**config.mk**
```make
export PLATFORM = sky130hd
export DESIGN_NAME = array_stream_writer
export DESIGN_NICKNAME = d
export VERILOG_FILES = /design/src/rtl/array_pkg.sv /design/src/rtl/array_index_counter.sv /design/src/rtl/array_stream_writer.sv
export SDC_FILE = /design/constraint.sdc
export NUM_CORES = 1
export LEC_CHECK = 0
export CAP_MARGIN = 10
export CORE_ASPECT_RATIO = 0.7
export CORE_MARGIN = 8
export CORE_UTILIZATION = 52
export CTS_BUF_LIST = sky130_fd_sc_hd__clkbuf_8
export CTS_CLUSTER_SIZE = 25
export DETAILED_ROUTE_END_ITERATION = 10
export GPL_TIMING_DRIVEN = 0
export HOLD_SLACK_MARGIN = 0.06
export PLACE_DENSITY = 0.89
export SLEW_MARGIN = 30
export SYNTH_ARGS = -nofsm -noshare
export SYNTH_HDL_FRONTEND = slang
export SYNTH_SLANG_ARGS = --single-unit
```
**constraint.sdc**
```tcl
create_clock -name CLK -period 4.2 [get_ports CLK]
set_input_delay 0.42 -clock CLK [delete_from_list [all_inputs] [get_ports CLK]]
set_output_delay 0.42 -clock CLK [all_outputs]
set_load 0.01 [all_outputs]
```
**src/rtl/array_pkg.sv**
```systemverilog
// Shared types and width helpers for the array stream writer family.
//   wr_state_t : writer FSM state (FILL collecting elements, FULL presenting ARR)
//   idx_w(n)   : index width for an n-entry dimension, never below 1 bit
//   cnt_w(r,c) : width of a counter that reaches r*c inclusive
package array_pkg;

    typedef enum logic {
        FILL = 1'b0,
        FULL = 1'b1
    } wr_state_t;

    function automatic int unsigned idx_w(input int unsigned n);
        return (n > 1) ? $clog2(n) : 1;
    endfunction

    function automatic int unsigned cnt_w(input int unsigned r, input int unsigned c);
        return $clog2(r * c + 1);
    endfunction

endpackage

```
**src/rtl/array_index_counter.sv**
```systemverilog
// Row-major row/col pointer pair for the sequential write mode.
//   CLK, RST : clock, asynchronous active-high reset
//   clr      : return both pointers to 0 (array released)
//   en       : advance one position (beat accepted)
//   row, col : current write position
module array_index_counter
    import array_pkg::*;
#(
    parameter int unsigned ROWS = 2,
    parameter int unsigned COLS = 2
) (
    input  logic                    CLK,
    input  logic                    RST,
    input  logic                    clr,
    input  logic                    en,
    output logic [idx_w(ROWS)-1:0]  row,
    output logic [idx_w(COLS)-1:0]  col
);

    localparam int unsigned RW = idx_w(ROWS);
    localparam int unsigned CW = idx_w(COLS);
    localparam logic [RW-1:0] ROW_MAX = RW'(ROWS - 1);
    localparam logic [CW-1:0] COL_MAX = CW'(COLS - 1);

    logic [RW-1:0] row_q;
    logic [CW-1:0] col_q;

    // Wrapping at the very last cell is harmless: the FSM is FULL by then and
    // the release clears the pointers anyway.
    always_ff @(posedge CLK or posedge RST) begin
        if (RST) begin
            row_q <= '0;
            col_q <= '0;
        end else if (clr) begin
            row_q <= '0;
            col_q <= '0;
        end else if (en) begin
            if (col_q == COL_MAX) begin
                col_q <= '0;
                row_q <= (row_q == ROW_MAX) ? '0 : row_q + 1'b1;
            end else begin
                col_q <= col_q + 1'b1;
            end
        end
    end

    assign row = row_q;
    assign col = col_q;

endmodule

```
**src/rtl/array_stream_writer.sv**
```systemverilog
// Collects a stream of WIDTH-bit elements into a ROWS x COLS array and presents
// the completed array with a valid/ready handshake.
//   CLK, RST            : clock, asynchronous active-high reset
//   IN_DATA/VALID/LAST  : element stream; IN_LAST ends the array early
//   IN_READY            : element accepted this cycle (state FILL)
//   ARR                 : assembled array, stable while OUT_VALID
//   OUT_COUNT           : number of elements written into ARR
//   OUT_VALID/OUT_READY : array handshake
// Build option ARRAY_WR_ADDR_EN: random-access mode with IN_ROW/IN_COL
// addressing and a sticky ERR flag for out-of-range addresses; only IN_LAST
// completes an array. Without it, elements fill ARR row-major.
module array_stream_writer
    import array_pkg::*;
#(
    parameter int unsigned ROWS  = 2,
    parameter int unsigned COLS  = 2,
    parameter int unsigned WIDTH = 16
) (
    input  logic                          CLK,
    input  logic                          RST,
    input  logic [WIDTH-1:0]              IN_DATA,
    input  logic                          IN_VALID,
    input  logic                          IN_LAST,
`ifdef ARRAY_WR_ADDR_EN
    input  logic [idx_w(ROWS)-1:0]        IN_ROW,
    input  logic [idx_w(COLS)-1:0]        IN_COL,
    output logic                          ERR,
`endif
    output logic                          IN_READY,
    output logic [WIDTH-1:0]              ARR [ROWS][COLS],
    output logic [cnt_w(ROWS, COLS)-1:0]  OUT_COUNT,
    output logic                          OUT_VALID,
    input  logic                          OUT_READY
);

    localparam int unsigned RW    = idx_w(ROWS);
    localparam int unsigned CW    = idx_w(COLS);
    localparam int unsigned NW    = cnt_w(ROWS, COLS);
    localparam int unsigned TOTAL = ROWS * COLS;
    localparam logic [NW-1:0] COUNT_MAX = NW'(TOTAL);

    wr_state_t         state_q, state_d;
    logic [WIDTH-1:0]  arr_q [ROWS][COLS];
    logic [NW-1:0]     count_q;
    logic              beat;
    logic              release_arr;
    logic              wr_en;
    logic              last_beat;
    logic [RW-1:0]     wr_row;
    logic [CW-1:0]     wr_col;

    assign IN_READY    = (state_q == FILL);
    assign OUT_VALID   = (state_q == FULL);
    assign beat        = IN_VALID & IN_READY;
    assign release_arr = OUT_VALID & OUT_READY;

`ifdef ARRAY_WR_ADDR_EN
    logic addr_ok;
    logic err_q;

    assign addr_ok   = (32'(IN_ROW) < ROWS) && (32'(IN_COL) < COLS);
    assign wr_en     = beat & addr_ok;
    assign wr_row    = IN_ROW;
    assign wr_col    = IN_COL;
    // A dropped beat still honours IN_LAST; only the write and count are skipped.
    assign last_beat = beat & IN_LAST;

    always_ff @(posedge CLK or posedge RST) begin
        if (RST) begin
            err_q <= 1'b0;
        end else if (beat && !addr_ok) begin
            err_q <= 1'b1;
        end
    end

    assign ERR = err_q;
`else
    array_index_counter #(
        .ROWS (ROWS),
        .COLS (COLS)
    ) u_index_counter (
        .CLK (CLK),
        .RST (RST),
        .clr (release_arr),
        .en  (beat),
        .row (wr_row),
        .col (wr_col)
    );

    assign wr_en     = beat;
    assign last_beat = beat & (IN_LAST | (count_q == COUNT_MAX - 1'b1));
`endif

    always_comb begin
        state_d = state_q;
        unique case (state_q)
            FILL:    if (last_beat)   state_d = FULL;
            FULL:    if (release_arr) state_d = FILL;
            default: state_d = FILL;
        endcase
    end

    always_ff @(posedge CLK or posedge RST) begin
        if (RST) begin
            state_q <= FILL;
        end else begin
            state_q <= state_d;
        end
    end

    // Clearing on release is what leaves unwritten cells at 0 after an early IN_LAST.
    always_ff @(posedge CLK or posedge RST) begin
        if (RST) begin
            arr_q   <= '{default: '0};
            count_q <= '0;
        end else if (release_arr) begin
            arr_q   <= '{default: '0};
            count_q <= '0;
        end else if (wr_en) begin
            arr_q[wr_row][wr_col] <= IN_DATA;
            if (count_q != COUNT_MAX) begin
                count_q <= count_q + 1'b1;
            end
        end
    end

    assign ARR       = arr_q;
    assign OUT_COUNT = count_q;

endmodule
```
==> results.sh, run 1 <==
export IMPL_ys_types=22
export IMPL_final_hold_viol_count=0
export IMPL_cts_buffer_depth=2
export IMPL_cp_max_fo=10
export IMPL_cap_violations=0
export IMPL_avgRoutedWirePerCell_um=17.7
export IMPL_clkLatencyLatePin_ps=350
export IMPL_drc_errors=0
export IMPL_holdWs_ps=379
export IMPL_postRouteAntennaNets=0
export IMPL_postSynthCellCount=314
export IMPL_grt_pass1_vias=2745
export IMPL_cts_made_buffers=9
export IMPL_io_buffers=89
export IMPL_root_buffer="clkbuf_8"
export IMPL_max_freq_mhz=508
export IMPL_hpwlAfterDp_mm=6.39
export IMPL_drv_slew=0
export IMPL_num_vias=2670
export IMPL_arrival_ps=1550
export IMPL_drt_iter0_markers=221
export IMPL_h_tree_depth=3
export IMPL_grt_pass1_wl_mm=14.0
export IMPL_setup_tns_ps=0
export IMPL_cts_tree="yes"
export IMPL_p_leak_nw=1.87
export IMPL_gr_usage_all_layers_pct=21.7
export IMPL_start_util_pct=54.5
export IMPL_ys_async_sr_fraction_pct=100
export IMPL_syn_area_mm2=0.00288
export IMPL_ir_drop_v=0.000423
export IMPL_worstPathRequired_ps=3780
export IMPL_skew_ps=6.95
export IMPL_rsz0062_at_grt="false"
export IMPL_die_h_um=78.3
export IMPL_io_pins=90
export IMPL_crit_family="buffers and inverters"
export IMPL_synth_area_leaders="dfrtp_1, nand2_1, o21ai_0"
export IMPL_rows=22
export IMPL_critical_path_slowest_cell="clkdlybuf4s50_1"
export IMPL_yosys_most_used_dff="dfrtp_1"
export IMPL_tightest_slew_ps=525
export IMPL_coreArea_mm2=0.00529
export IMPL_synth_edf_count=0
export IMPL_cp_buffers_inverters=3
export IMPL_syn_nets=338
export IMPL_first_pass_iters=5
export IMPL_layout_drive_gt1_share_pct=9.07
export IMPL_vias_per_cell=5.44
export IMPL_yosysSeqAreaShare_pct=60.8
export IMPL_yosysTopAreaCell="dfrtp_1"
export IMPL_final_nets=439
export IMPL_diodes=0
export IMPL_place_congestion=0.822
export IMPL_timing_final_crit_share_pct=46.9
export IMPL_crit_path_cell_trace="buf_2, inv_1, clkdlybuf4s50_1"
export IMPL_die_area_mm2=0.00821
export IMPL_critPathCaptureType="output port"
export IMPL_die_w_um=105
export IMPL_status="finished, final reports clean"
export IMPL_path_class="register to output port"
export IMPL_cpPeakStageDelay_ps=530
export IMPL_syn_area_per_cell_um2=9.17
export IMPL_setup_viol=0
export IMPL_cellPowerDensity_mw_per_mm2=729
export IMPL_startpoint_type="register"
export IMPL_clk_pin_slew_worst_paths_ps=80
export IMPL_antenna_found_initial=0
export IMPL_postCtsSetupBuffers=0
export IMPL_relSlewSlack_pct=65.0
export IMPL_fin_crit_ps=1970
export IMPL_finalWirelength_mm=8.69
export IMPL_yosys_warnings=0
export IMPL_cts_sinks=70
export IMPL_synth_seq_cells=70
export IMPL_hold_buffers=0
export IMPL_cts_resized=0
export IMPL_area_delta_synth_final_pct=42.8
export IMPL_worstHoldPathType="primary input to async pin"
export IMPL_grt_start_max_net_pins=52
export IMPL_overflow=0
export IMPL_power_mw=3.00
export IMPL_synth_top_area_share_pct=60.8
sequential cells by signal, summed over array words and instances, names as in the netlist:
| signal | count |
|---|---|
| u_index_counter.col | 1 |
| OUT_VALID | 1 |
| OUT_COUNT | 3 |
| ARR | 64 |
| u_index_counter.row | 1 |
power breakdown:
group | internal [mW] | switching (mW) | total [mW]
registers | 0.963 | 0.191 | 1.15
logic | 0.657 | 0.585 | 1.24
clock network | 0.348 | 0.254 | 0.602
final timing paths:
path,start,endpoint,slack [ps],cells after the start
setup reg to reg,OUT_VALID$_DFF_PP0_,ARR[0]$_DFFE_PP0P_,2620,5
min in group CLK,ARR[4]$_DFFE_PP0P_,ARR[4]$_DFFE_PP0P_,500,2
max in group asynchronous,RST,u_index_counter.col$_DFFE_PP0P_,3280,3
hold reg to reg,ARR[4]$_DFFE_PP0P_,ARR[4]$_DFFE_PP0P_,500,2
hold / removal,RST,ARR[13]$_DFFE_PP0P_,380,2
setup / recovery,OUT_VALID$_DFF_PP0_,IN_READY,2230,3
layer usage:
metal / track usage, % / wire length [µm]
met1: 26.2 / 3750
met2: 34.0 / 3970
met3: 10.2 / 883
met4: 6.67 / 87
met5: 0 / 0
final cells by class:
class	count	area [µm²]
buffer	21	100
clock buffer	10	138
timing repair buffer	90	918
sequential	70	1750
clock inverter	5	83.8
inverter	5	21.3
tap	72	90.1
multi-input combinational	218	1010
fill	355	1170
cell families (layout without fill, tap and decap cells):
kind of cell	count (synthesis)	count (layout)	share of synthesized area (%)
and+or+nand+nor	156	156	23.0
DFF	70	70	60.8
AOI/OAI and AO/OA	57	57	10.0
buffers and inverters	26	131	4.13
adders and majority gates	3	3	1.30
muxes	2	2	0.738
Yosys cell counts, types with 3 or more instances:
cell type	count
nand2_1	130
dfrtp_1	70
o21ai_0	47
nand3_1	16
buf_2	15
inv_1	5
o21ai_1	5
clkbuf_1	4
a21oi_1	3
ha_1	3
metrics by stage:
step | util [%] | setup slack [ps] | area (µm²) | std cells
6_report | 77.8 | 2230 | 4110 | 491
5_1_grt | 77.8 | 2170 | 4110 | 491
4_1_cts | 77.8 | 2210 | 4110 | 491
3_5_place_dp | 73.6 | 2140 | 3890 | 476
3_3_place_gp | 73.1 | 904 | 3860 | 475
2_1_floorplan | - | 2010 | 2880 | 314
cells in the final DEF (no fill, tap or decap):
master,count
nand2_1,130
clkdlybuf4s50_1,89
dfrtp_1,70
o21ai_0,47
nand3_1,16
buf_2,15
clkbuf_8,10
o21ai_1,5
clkbuf_1,4
inv_1,4
a21oi_1,3
ha_1,3
clkbuf_2,2
and4bb_2,2
nand2b_1,2
nor2_1,2
bufinv_16,2
clkinvlp_4,2
nor4b_4,1
mux2i_1,1
mux2_2,1
and4b_1,1
nand4b_1,1
o22ai_1,1
inv_4,1
nor2b_1,1
o211ai_1,1
clkinv_4,1
buf_16,1
Power figures use the tool's default switching activity.
==> run 2: changes to the inputs <==
- CORE_UTILIZATION: 52 -> 48
- PLACE_DENSITY: 0.89 -> 0.83
- clock period: 4.2 -> 2 ns (I/O delays scaled with it)
==> run 2 against run 1 <==
  * Setup slack worse by 2000 ps
  * Non-clock buffer count unchanged
  * Design area down 0.33%
  * Critical path depth unchanged
  * Global-route usage down 1.2 points
  * Utilization down 6.6 points
  * Sequential cell count unchanged
  * Count of clock-buffer cells in the layout down 1
  * Clock skew down 1.2 ps
  * Sequential share of layout area up 0.14 points
  * Die area up 6.8%
==> results.sh, run 2 (synthesis results as in run 1) <==
export IMPL_status="finished, final reports clean"
export IMPL_skew_ps=5.71
export IMPL_path_class="register to output port"
export IMPL_diodes=0
export IMPL_place_congestion=0.788
export IMPL_cts_resized=0
export IMPL_cpPeakStageDelay_ps=530
export IMPL_worstPathRequired_ps=1800
export IMPL_worst_slack_ps=238
export IMPL_vias_per_cell=5.25
export IMPL_detailedPlace_worstSlack_ps=100
export IMPL_stdcell_area_mm2=0.00410
export IMPL_postRouteAntennaNets=0
export IMPL_dp_cells=479
export IMPL_p_leak_nw=1.88
export IMPL_final_hold_viol_count=0
export IMPL_hold_buffers=0
export IMPL_final_common_cell="nand2_1"
export IMPL_tightest_slew_ps=537
export IMPL_fin_crit_ps=1760
export IMPL_rsz0062_at_grt="false"
export IMPL_postCtsSetupBuffers=0
export IMPL_first_pass_iters=5
export IMPL_root_buffer="clkbuf_8"
export IMPL_start_util_pct=50.0
export IMPL_timing_final_crit_share_pct=88.1
export IMPL_worstHoldPathType="primary input to async pin"
export IMPL_h_tree_depth=3
export IMPL_startpoint_type="register"
export IMPL_setup_viol=0
export IMPL_rows=23
export IMPL_hpwlAfterDp_mm=6.22
export IMPL_io_pins=90
export IMPL_cts_tree="yes"
export IMPL_layout_drive_gt1_share_pct=9.07
export IMPL_ir_drop_v=0.000791
export IMPL_cap_violations=0
export IMPL_stdcell_count=494
export IMPL_relSlewSlack_pct=64.2
export IMPL_largest_reg_flops=64
export IMPL_antenna_found_initial=0
export IMPL_grt_pass1_wl_mm=13.7
export IMPL_clkLatencyLatePin_ps=350
export IMPL_grt_start_max_net_pins=39
export IMPL_overflow=0
export IMPL_final_nets=439
export IMPL_drt_iter0_markers=181
export IMPL_critical_path_slowest_cell="clkdlybuf4s50_1"
export IMPL_drv_slew=0
export IMPL_cellPowerDensity_mw_per_mm2=1520
export IMPL_drc_errors=0
export IMPL_clk_pin_slew_worst_paths_ps=70
export IMPL_num_vias=2594
export IMPL_cts_sinks=70
export IMPL_area_delta_synth_final_pct=42.3
export IMPL_io_buffers=89
export IMPL_most_common_layout_cells="nand2_1, clkdlybuf4s50_1, dfrtp_1"
export IMPL_max_freq_mhz=568
export IMPL_gr_usage_all_layers_pct=20.5
export IMPL_avgRoutedWirePerCell_um=17.2
export IMPL_die_w_um=109
export IMPL_die_area_mm2=0.00877
export IMPL_cp_max_fo=10
export IMPL_critPathCaptureType="output port"
export IMPL_crit_path_cell_trace="buf_2, inv_1, clkdlybuf4s50_1"
export IMPL_arrival_ps=1560
export IMPL_die_h_um=80.8
export IMPL_place_area_mm2=0.00389
export IMPL_coreArea_mm2=0.00576
export IMPL_cts_made_buffers=9
export IMPL_cts_buffer_depth=2
export IMPL_grt_pass1_vias=2644
export IMPL_finalWirelength_mm=8.51
[run 2: where the power goes]
part,internal [mW],total [mW],switching [mW]
logic,1.38,2.60,1.22
registers,2.02,2.41,0.384
clock network,0.695,1.23,0.538
total,4.09,6.24,2.14
[run 2: per-layer routing]
layer	vias up	track usage (%)	wire, µm
met2	118	32.3	3980
met1	1253	25.8	3520
met5	-	0	0
li1	1217	-	-
met4	0	5.58	42
met3	6	8.46	970
[run 2: metrics by stage]
| step | power [mW] | hold slack, ps | utilization, % | setup TNS (ps) |
|---|---|---|---|---|
| 3_5_place_dp | 5.04 | 487 | 67.5 | 0 |
| 5_1_grt | 6.63 | 272 | 71.2 | 0 |
| 4_1_cts | 6.29 | 238 | 71.2 | 0 |
| 2_1_floorplan | 3.40 | 299 | - | 0 |
| 3_3_place_gp | 4.93 | 479 | 67.2 | -77300 |
| 6_report | 6.24 | 229 | 71.2 | 0 |
[run 2: worst max-delay path: cells and delay by family, from the launching register on]
kind / cells / cell delay, ps
flip-flops: 1 / 400
buffers and inverters: 3 / 800
[run 2: layout make-up]
| class | count | area [µm²] |
|---|---|---|
| buffer | 21 | 100 |
| clock buffer | 9 | 124 |
| clock inverter | 6 | 87.6 |
| fill | 436 | 1660 |
| inverter | 5 | 21.3 |
| multi-input combinational | 218 | 1010 |
| sequential | 70 | 1750 |
| tap | 75 | 93.8 |
| timing repair buffer | 90 | 911 |
[run 2: path summary, 6_finish.rpt]
path / slack (ps) / from / cells past startpoint / to
min: 230 / RST / 2 / ARR[12]$_DFFE_PP0P_
max reg2reg: 370 / OUT_VALID$_DFF_PP0_ / 4 / ARR[59]$_DFFE_PP0P_
min in group CLK: 440 / IN_LAST / 3 / OUT_VALID$_DFF_PP0_
max: 240 / OUT_VALID$_DFF_PP0_ / 3 / IN_READY
min reg2reg: 500 / ARR[0]$_DFFE_PP0P_ / 2 / ARR[0]$_DFFE_PP0P_
max in group asynchronous: 1230 / RST / 3 / OUT_COUNT[2]$_DFFE_PP0P_
==> run 3: changes to the inputs <==
- CTS_CLUSTER_DIAMETER: not set -> 60
==> results of run 3 <==
Same layout as run 2: the final DEF is identical, and so are final timing and power.
